[config.mk]
export PLATFORM = sky130hd
export DESIGN_NAME = sumador_serial
export DESIGN_NICKNAME = d
export VERILOG_FILES = /design/src/rtl/sumador_serial.sv
export SDC_FILE = /design/constraint.sdc
export NUM_CORES = 1
export LEC_CHECK = 0
export CORE_ASPECT_RATIO = 1.1
export CORE_UTILIZATION = 47
export DETAILED_ROUTE_END_ITERATION = 8
export DONT_BUFFER_PORTS = 1
export PLACE_DENSITY_LB_ADDON = 0.08
export SYNTH_ARGS = -nofsm -noshare
export SYNTH_HDL_FRONTEND = slang
export SYNTH_SLANG_ARGS = --single-unit
[constraint.sdc]
create_clock -name clk -period 1.54 [get_ports clk]
set_input_delay 0.308 -clock clk [delete_from_list [all_inputs] [get_ports clk]]
set_output_delay 0.308 -clock clk [all_outputs]
set_load 0.01 [all_outputs]
[src/rtl/sumador_serial.sv]
// Multi-cycle adder/subtractor with accumulator: DIGIT bits per clock, LSB first,
// operands and results exchanged through valid/ready handshakes.
module sumador_serial #(
    parameter int WIDTH = 8,
    parameter int DIGIT = 1
) (
    input  logic             clk,
    input  logic             rst,
    input  logic             in_valid,
    output logic             in_ready,
    input  logic [WIDTH-1:0] op_a,
    input  logic [WIDTH-1:0] op_b,
    input  logic [1:0]       mode,
    output logic             out_valid,
    input  logic             out_ready,
    output logic [WIDTH-1:0] sum,
    output logic             carry,
    output logic             overflow,
    output logic             zero,
    output logic             busy
);

    localparam int NDIG = WIDTH / DIGIT;
    localparam int CW   = (NDIG > 1) ? $clog2(NDIG) : 1;

    typedef enum logic [1:0] {S_IDLE, S_CALC, S_DONE} state_t;

    state_t           r_state;
    state_t           w_state_nxt;
    logic [WIDTH-1:0] r_a;
    logic [WIDTH-1:0] r_b;
    logic [WIDTH-1:0] r_res;
    logic [WIDTH-1:0] r_acc;
    logic [1:0]       r_mode;
    logic             r_cin;
    logic [CW-1:0]    r_cnt;

    logic [DIGIT-1:0] w_da;
    logic [DIGIT-1:0] w_db;
    logic [DIGIT-1:0] w_ds;
    logic             w_cout;
    logic             w_last;
    logic             w_c_msb;
    logic [WIDTH-1:0] w_ds_ext;
    logic [WIDTH-1:0] w_res_nxt;

    // Operands shift right each cycle, so the active digit is always the low one;
    // result digits enter at the top and settle into place after NDIG shifts.
    always_comb begin
        w_da              = r_a[DIGIT-1:0];
        w_db              = r_b[DIGIT-1:0];
        {w_cout, w_ds}    = {1'b0, w_da} + {1'b0, w_db} + {{DIGIT{1'b0}}, r_cin};
        w_c_msb           = w_da[DIGIT-1] ^ w_db[DIGIT-1] ^ w_ds[DIGIT-1];
        w_ds_ext          = '0;
        w_ds_ext[DIGIT-1:0] = w_ds;
        w_res_nxt         = (r_res >> DIGIT) | (w_ds_ext << (WIDTH - DIGIT));
        w_last            = (r_cnt == CW'(NDIG - 1));
    end

    always_comb begin
        w_state_nxt = r_state;
        in_ready    = 1'b0;
        out_valid   = 1'b0;
        busy        = 1'b0;
        case (r_state)
            S_IDLE: begin
                in_ready = 1'b1;
                if (in_valid)
                    w_state_nxt = (mode == 2'b11) ? S_DONE : S_CALC;
            end
            S_CALC: begin
                busy = 1'b1;
                if (w_last)
                    w_state_nxt = S_DONE;
            end
            S_DONE: begin
                busy      = 1'b1;
                out_valid = 1'b1;
                if (out_ready)
                    w_state_nxt = S_IDLE;
            end
            default: w_state_nxt = S_IDLE;
        endcase
    end

    always_ff @(posedge clk) begin
        if (rst) begin
            r_state  <= S_IDLE;
            r_a      <= '0;
            r_b      <= '0;
            r_res    <= '0;
            r_acc    <= '0;
            r_mode   <= '0;
            r_cin    <= 1'b0;
            r_cnt    <= '0;
            sum      <= '0;
            carry    <= 1'b0;
            overflow <= 1'b0;
            zero     <= 1'b0;
        end else begin
            r_state <= w_state_nxt;
            case (r_state)
                S_IDLE: begin
                    if (in_valid) begin
                        r_a    <= op_a;
                        r_mode <= mode;
                        r_cnt  <= '0;
                        r_res  <= '0;
                        r_cin  <= (mode == 2'b01);
                        case (mode)
                            2'b00:   r_b <= op_b;
                            2'b01:   r_b <= ~op_b;
                            2'b10:   r_b <= r_acc;
                            default: r_b <= '0;
                        endcase
                        if (mode == 2'b11) begin
                            r_acc    <= '0;
                            sum      <= '0;
                            carry    <= 1'b0;
                            overflow <= 1'b0;
                            zero     <= 1'b1;
                        end
                    end
                end
                S_CALC: begin
                    r_a   <= r_a >> DIGIT;
                    r_b   <= r_b >> DIGIT;
                    r_res <= w_res_nxt;
                    r_cin <= w_cout;
                    r_cnt <= r_cnt + 1'b1;
                    if (w_last) begin
                        sum      <= w_res_nxt;
                        carry    <= w_cout;
                        overflow <= w_c_msb ^ w_cout;
                        zero     <= (w_res_nxt == '0);
                        if (r_mode == 2'b10)
                            r_acc <= w_res_nxt;
                    end
                end
                default: ;
            endcase
        end
    end

endmodule

-- Word-level counts from Yosys, hierarchy flattened
Cells that the tools add are included.
- register bits: 51
- bits in latches: 0
- RAM bits: 0
- ROM bits: 0
- bits of input ports: 22
- output and inout port bits: 14
- logic and storage cells: 78
- memories kept: 0
- add/subtract/negate cells: 3
- multipliers: 0
- div/mod/pow operators: 0
- magnitude comparators: 0
- equality and inequality tests: 12
- shifts and indexed selects: 0
- multiplexer cells: 36
- bitwise logic cells: 5
- reductions and logical operators: 10
- operator list (operator ; number):
    one-hot mux 8 bit (2 select lines) ; 5
    2-to-1 mux 8 bit ; 8
    one-hot mux 8 bit (3 select lines) ; 1
    2-to-1 mux 1 bit ; 11
    != test 2 bit, second input constant ; 5
    == test 2 bit, second input constant ; 4
    logical NOT 8 bit ; 1
    2-to-1 mux 2 bit ; 4
    NOT 8 bit ; 1
    bitwise OR 7 x 8 -> 8 bit ; 1
    one-hot mux 1 bit (2 select lines) ; 4
    one-hot mux 2 bit (3 select lines) ; 1
    one-hot mux 3 bit (2 select lines) ; 1
    AND reduction 5 bit ; 1
    == test 2 x 1 -> 1 bit, second input constant ; 2
    logical NOT 2 bit ; 2
    AND reduction 2 bit ; 2
    AND reduction 4 bit ; 1
    adder 3 x 1 -> 3 bit, second input constant ; 1
    == test 3 bit, second input constant ; 1
    2-to-1 mux 3 bit ; 1
    AND reduction 3 bit ; 1
    bitwise XOR 1 bit ; 3
    adder 1 x 1 -> 2 bit ; 1
    3 further kinds ; 3

-- Longest topological paths before layout
- word-level depth: 6
- mapped depth: 7
- mapped depth without buffers: 5

-- Least setup slack after synthesis
No wires, ideal clock.
- kind: register to register
- start point: register r_state[0]
- end point: register r_a[5]
- setup time: 0.134 ns
- data arrival time: 1.431 ns
- data required time: 1.406 ns
- setup slack: -0.025 ns
- stages on the path, launching flop included: 8
- buffers on the path: 2
- period minus slack after synthesis: 1.565 ns
- path through: dfxtp_1 > inv_1 > ha_1 > buf_4 > mux2_2 > buf_2 > nor2_1 > a211oi_1
- cells in the longest elaborated chain, start to end: 3
- elaborated cells between the ends (all ways): 6
- classes of those cells: eq/ne: 2; mux: 1; reduce/logical: 3
- RTL lines (item ; line ; text):
    start, declared ; 28 ; state_t r_state;
    start signal, assigned ; 101 ; r_state <= w_state_nxt;
    == test 2 x 1 -> 1 bit / logical NOT 2 bit (equally long branches) ; 102 ; case (r_state)
    nonzero test 2 bit (no line) / != test 2 bit (equally long branches) ; -- ;
    AND reduction 2 bit (no line) ; -- ;
    end signal, assigned ; 105 ; r_a <= op_a;
    end signal, assigned ; 126 ; r_a <= r_a >> DIGIT;
    end, declared ; 30 ; logic [WIDTH-1:0] r_a;
Several ways; a longest one is shown, not always the timed one.
A chain may end at the register's enable or synchronous reset.

-- Worst setup path in the final report
- start point: register r_state[0]
- end point: output out_valid
- cells in the longest elaborated chain, start to end: 2
- RTL lines (item ; line ; text):
    == test 2 bit ; 65 ; case (r_state)
    2-to-1 mux 1 bit ; 65 ;
    end, declared ; 14 ; output logic out_valid,
No other way between the ends.

==> key figures <==
Die
  • Initial Util: 0.4917
  • Row count: 27
  • Die height: 78.11 µm
  • Die footprint: 5560 µm²
  • Placeable core area: 5034 µm²
  • # IOs: 36
  • Floorplan die width: 71.19 µm

Placement
  • Count of input and output buffers: 0
  • Placed inst area: between 2000 and 3000 µm²
  • Global placer's final weighted congestion: about 0.82
  • Post-DP HPWL: 3.873 mm

Pwr
  • Peak ir drop on the vdd network: 0.0008677 V
  • Clock Power Share: 0.152
  • Power share of the sequential group: 0.320
  • Power density normalized to cell area: about 1800 nW/µm²
  • NetSw: 0.001937 W
  • Sw Ratio: 0.3767
  • Internal power: 0.003205 W
  • Static leakage: 1.045 nW
  • Combinational group share of total power: 0.528

Critical path
  • Cell Chain, Critical Path: inv_4, buf_4, ha_2, buf_4
  • Capture point of the worst reg-to-reg path: overflow$_SDFFE_PP0P_
  • Type of the worst setup path: reg -> out
  • Slowest-stage cell, CP: sky130_fd_sc_hd__dfxtp_4
  • Worst Setup End Kind: output pin
  • Reg-to-reg slack, setup: 0.06 ns
  • Worst setup SP type: flop
  • R2R cell count: 4
  • Slowest Stage Delay on Critical Path: 0.39 ns
  • Crit-path most repeated cell: sky130_fd_sc_hd__buf_4
  • Reg2Reg Launch Point: r_cin$_SDFFE_PP0P_
  • Critical path required time: 1.23 ns
  • Data arrival time of the critical path: 1.18 ns
  • Critical Path Fanout Max: 3

Synthesis
  • Share of the synthesized area in the top cell type: 0.4044
  • Biggest area contributors in the synthesized netlist: sky130_fd_sc_hd__dfxtp_1 40%, sky130_fd_sc_hd__mux2i_1 7.7%, sky130_fd_sc_hd__nand2b_1 5.3%
  • Count of different cell masters after synthesis: 44
  • Number of instances in the synthesized netlist: 261
  • Netlist area before placement: 2475 µm²
  • Avg Synthesized Cell Area: 9.482 µm²
  • Sequential share of the synthesized area: 0.4044
  • Post-synthesis cell type with the largest combined area: sky130_fd_sc_hd__dfxtp_1
  • Prevailing post-synth register cell: sky130_fd_sc_hd__dfxtp_1
  • Warnings from Yosys: 0
  • #FFs+latches synth: 50
  • Post-synthesis async set-or-reset flop share: 0
  • Number of flops mapped to enable cells by yosys: 0
  • Post-synth net total: 289

Clocking
  • Worst skew pair latency: 0.31 ns
  • Library cell used as clock root buffer: sky130_fd_sc_hd__clkbuf_8
  • Inserted Clock Buffers: 5
  • TritonCTS clock tree: yes
  • CTS clock-pin slew for the worst setup and hold paths: 0.10 ns
  • CTS Sinks: 50
  • Maximum buffer depth of the clock tree: 2
  • H-tree depth: 2

Detailed routing
  • Total wire length: 5.604 mm
  • DR WL/cell: approximately 17 µm
  • Vias after detailed routing: 1963
  • Violation count after the first detailed-routing iteration: 121
  • Routed via count divided by cell count: 5.913
  • Post-route antenna net violation count: 0
  • Initial DRT Pass Iterations: 6
  • Final routed DRC violation total: 3

Global routing
  • Global-route wire length before repair: 9.101 mm
  • Number of antenna violations at the first check in global routing: 0
  • Global router's overall resource usage: 0.2089
  • Largest net degree at the start of global routing: 67
  • Remaining global-route overflow: 0
  • Vias in the first global route: 1792

STA
  • Count of endpoints failing setup in the final report: 0
  • Peak clock frequency supported by timing: roughly 670 MHz
  • Slew HR: 0.7220
  • Min Clock Period, post-route: 1.486 ns
  • Slew of the pin with the lowest slew margin: about 0.42 ns
  • Number of pins with negative max-slew slack in the final report: 0
  • Worst Skew: 0.007639 ns
  • Total Neg Setup Slack: 0 ns
  • Unrepaired setup endpoints after global routing: false
  • Crit share post-route: 0.9652
  • Number of hold violations in the final report: 0

Min path
  • Hold depth: 1
  • Hold Crit Class: in -> reg
  • Destination of the worst hold path: r_res[4]$_SDFFE_PP0P_
  • Hold path startpoint: rst

Outcome
  • Outcome: finished, violations left
  • Violated checks: design-rule violations

Finish
  • Post-Route Utilization: 0.5707
  • Post-layout instance area: 2873 µm²
  • Fraction of final layout cells sized beyond drive strength 1: 0.2190
  • Most frequent cells in the layout: 46 x sky130_fd_sc_hd__dfxtp_1, 22 x sky130_fd_sc_hd__buf_4, 21 x sky130_fd_sc_hd__nand2b_1, 21 x sky130_fd_sc_hd__nor2_1, 18 x sky130_fd_sc_hd__mux2i_1
  • Antenna Diode Count: 0
  • Most common library cell in the layout ignoring fill and taps: sky130_fd_sc_hd__dfxtp_1
  • Growth of design area from synthesis to finish: 16.08%
  • Final Net Count: 301

Job
  • Maximum capacitance violations: 0
[cells by family after synthesis]
group                    share of synthesized area
AO/OA/AOI/OAI                               0.1936
XOR/XNOR                                   0.03893
adder cells (fa/ha/maj)                    0.03337
buffers and inverters                      0.06673
flip-flops                                  0.4044
multiplexers                               0.08695
AND/OR/NAND/NOR                             0.1759
[synthesized netlist by cell type, types with 3 or more instances]
cell type,n
sky130_fd_sc_hd__buf_4,4
sky130_fd_sc_hd__a211oi_1,8
sky130_fd_sc_hd__nor2_1,21
sky130_fd_sc_hd__nand2b_1,21
sky130_fd_sc_hd__inv_1,10
sky130_fd_sc_hd__mux2i_1,19
sky130_fd_sc_hd__ha_1,5
sky130_fd_sc_hd__a22oi_1,3
sky130_fd_sc_hd__nand3b_1,11
sky130_fd_sc_hd__nand4_1,3
sky130_fd_sc_hd__o41ai_1,4
sky130_fd_sc_hd__clkbuf_1,7
sky130_fd_sc_hd__xor2_1,8
sky130_fd_sc_hd__o22ai_1,3
sky130_fd_sc_hd__a21oi_1,8
sky130_fd_sc_hd__o32ai_1,7
sky130_fd_sc_hd__nand3_1,3
sky130_fd_sc_hd__nand2_1,8
sky130_fd_sc_hd__nor2b_1,4
sky130_fd_sc_hd__buf_2,11
sky130_fd_sc_hd__a221oi_1,5
sky130_fd_sc_hd__a32oi_1,12
sky130_fd_sc_hd__dfxtp_1,50
sky130_fd_sc_hd__xnor2_1,3
[worst max path at each step]
stage                                 start                     to  slack (ns)  cells past startpoint
floorplan           r_state[0]$_SDFFE_PP0P_    r_b[0]$_SDFFE_PP0P_        0.03                      7
global placement    r_state[1]$_SDFFE_PP0P_  r_acc[3]$_SDFFE_PP0P_       -0.01                      6
detailed placement  r_state[0]$_SDFFE_PP0P_    sum[4]$_SDFFE_PP0P_       -0.04                      5
CTS                 r_state[0]$_SDFFE_PP0P_    r_b[0]$_SDFFE_PP0P_       -0.02                      7
global route          r_cnt[0]$_SDFFE_PP0P_  r_acc[2]$_SDFFE_PP0P_       0.002                      6
finish              r_state[0]$_SDFFE_PP0P_              out_valid        0.05                      4
[critical path, delay by kind of cell, from the launching register on]
family                   cells  cell delay [ns]
buffers and inverters        3             0.30
adder cells (fa/ha/maj)      1             0.18
flip-flops                   1             0.39
[flip-flops by register name, indices dropped and copies added (netlist names)]
name / count
r_acc: 8
sum: 8
zero: 1
carry: 1
r_a: 8
r_mode: 2
overflow: 1
r_b: 8
r_cin: 1
r_res: 7
r_cnt: 3
r_state: 2
[layout make-up]
cell class	instances	area, µm²
clock inverter	3	21.27
fill	459	2161
sequential	50	1008
multi-input combinational	177	1400
inverter	10	40.04
timing repair buffer	29	261.5
clock buffer	5	68.82
tap	58	72.57
[power groups by stage]
stage          clock network, W  registers [W]  logic, W
2_1_floorplan                 0        0.00162   0.00168
3_3_place_gp                  0        0.00164   0.00242
3_5_place_dp                  0        0.00165   0.00243
4_1_cts                0.000802        0.00162   0.00250
5_1_grt                0.000855        0.00167   0.00296
6_report               0.000781        0.00165   0.00272
[per-stage QoR]
stage / hold slack [ns] / worst slack (ns) / total power, W / std cells
after global routing: 0.03263 / 0.001795 / 0.005482 / 332
after detailed placement: 0.3820 / -0.03611 / 0.004072 / 323
after CTS: 0.04396 / -0.01518 / 0.004918 / 331
after global placement: 0.3796 / -0.01082 / 0.004060 / 323
after floorplan: 0.4312 / 0.02540 / 0.003302 / 261
final: 0.05282 / 0.05359 / 0.005143 / 332
[metal layers]
metal  GRT usage  wire length, µm  vias up
li1            -                -      982
met1      0.2864             2621      921
met2      0.3314             2647       54
met3     0.04236              281        6
met4     0.06000               54        0
met5           0                0        -
[timing repair]
action                     4_1_cts  5_1_grt
setup endpoints to repair       22       45
gates resized for setup          5       23
hold buffers                     0        0
pin swaps                        1        3
buffers inserted                 0        1
Note: power is estimated with default switching activity, not from simulation.
==> variant, RTL diff (same flow settings) <==
Reset style: asynchronous (`rst`), changed in one clocked block.
--- a/src/rtl/sumador_serial.sv
+++ b/src/rtl/sumador_serial.sv
@@ -84,5 +84,5 @@
     end
 
-    always_ff @(posedge clk) begin
+    always_ff @(posedge clk or posedge rst) begin
         if (rst) begin
             r_state  <= S_IDLE;
Behaviour: differs if rst is asserted again (counterexample within 4 cycles, from zero or initial values and one cycle with rst high); with rst held inactive, the same outputs for 10 cycles.
==> variant against the original RTL <==
The run ends with negative setup slack left; design area rose by 1.8%; sequential cell count did not move; global-route usage rose by 0.26 points; setup slack got worse by 110 ps; wire length fell by 5.4%; synthesized area fell by 4.0%; non-clock buffer count rose by 7; power rose by 14%.
==> variant: results (changes against the original RTL) <==
HPWL Detailed 3.556 mm (-8.2%); Flop+latch power 1.91 mW (+16%); max incr delay on CP 440 ps (+50 ps); status finished, violations left; pin count of the biggest net entering global routing 29 (-57%); nets 257 (-15%); Seq/Total Area, Yosys 52.69% (+12 points); global-route wire length before repair 8.832 mm (-3.0%); fin cells 286 (-14%); antenna violations before repair 0 (unchanged); gpl congestion 0.7657 (-6.5%); critical path peak fanout 6 (+3); wire length per cell 18.53 um (+9.8%); Commonest cells post-synth dfrtp_1, a22o_1, mux2i_1, inv_1, nand2_1; clk slew on worst S/H paths 90 ps; Hold Path Class in -> reg; CTS Buffer Depth 2 (unchanged); Netlist cell types 36 (-18%); worst r2r src r_state[0]; XOR/XNOR Fraction of Synth Area 1.106% (-2.8 points); Synth Area in Adders 3.477% (+0.14 points); Clock Skew 9.574 ps (+1.936 ps); DP Worst Slack -171.2 ps (-135.1 ps); clock root cell clkbuf_8; Worst Path Arrival 1800 ps (+620 ps); layout cells sized above 1 30.43% (+8.5 points); via count 1691 (-14%); leakage power 1.382 nW (+32%); reg-to-reg critical path endpoint r_b[6]; critical path's slowest cell dfrtp_1; commonest register cell after synthesis dfrtp_1; CTS Buf Count 5 (unchanged); area fraction in compound gates after synthesis 22.97% (+3.6 points); Mapped Cells 197 (-25%); setup TNS -809.7 ps (-809.7 ps); Pint 3.692 mW (+15%); H-tree Lvls 2 (unchanged); failing checks negative setup slack; Sw Ratio 36.90% (-0.77 points); Critical Path Sink Type register; vias in the first global route 1753 (-2.2%); final worst-path setup slack -57.34 ps (-110.9 ps); Power Clock 0.761 mW (-2.6%); synthesized net count 225 (-22%); synth top area cells dfrtp_1, a22o_1, mux2i_1, ha_1, o221ai_1; R2R depth 6 (+2); post-synthesis mux area share 10.33% (+1.6 points); async set-reset flop share out of synthesis 100.0% (+100 points); placed standard-cell area 2599 sq um (-2.4%); Worst-Margin Slew 488.2 ps (+71.14 ps); Iter 0 DRT Violations 131 (+8.3%); final setup fails 24 (+24); Peak supply drop 802.3 uV (-7.5%); DR pass1 iterations 4 (-2); GRT Util Overall 21.16% (+0.26 points)
[variant: cell count changes in the layout (fill, tap and decap cells not counted), moves of 5 or more]
cell	before	now
a221oi_1	5	0
nor2_1	21	1
a211oi_1	8	0
xor2_1	8	1
dfrtp_1	0	50
nand2b_1	21	1
o21ai_0	1	9
o221ai_1	0	7
dfxtp_1	46	0
nand3b_1	11	0
a22o_1	0	35
a32oi_1	12	0
[variant: area by class of cell]
cell class,count,area (sq um)
fillers,395,1824
multi-input cells,121,1120
well taps,56,70.07
flip-flops and latches,50,1251
clock inverters,3,18.77
repair buffers,36,340.3
inverters,15,56.30
clock buffers,5,68.82
[variant: what timing repair did]
action | 4_1_cts | 5_1_grt
setup endpoints to repair | 40 | 44
resized for setup | 19 | 10
hold buffers | 1 | 0
setup buffers | 9 | 1
endpoints found under the hold margin | 22 | 0
gates cloned | 2 | 1
pin swaps | 10 | 15
[variant: critical path, delay by kind of cell, from the launching register on]
family          cells  cell delay, ps
mux                 1             360
buf+inv             2             280
compound gates      2             230
fa+ha+maj           1             190
flops               1             440
[variant: how the worst min path moves through the flow]
stage | cells past startpoint | from | endpoint | slack [ps]
final | 1 | mode[1] | r_mode[1] | 150
after global routing | 1 | mode[0] | r_mode[0] | 140
after CTS | 1 | mode[1] | r_mode[1] | 140
after detailed placement | 1 | rst | sum[7] | 240
after global placement | 1 | rst | carry | 230
after floorplan | 2 | r_a[1] | r_a[1] | 450
[variant: routing by layer]
layer / share of wire [%] / global-route usage (%) / vias to the layer above
li1: - / - / 802
met1: 43 / 27.86 / 837
met2: 50 / 33.85 / 44
met3: 4.9 / 5.291 / 8
met4: 1.5 / 7.600 / 0
met5: 0 / 0 / -
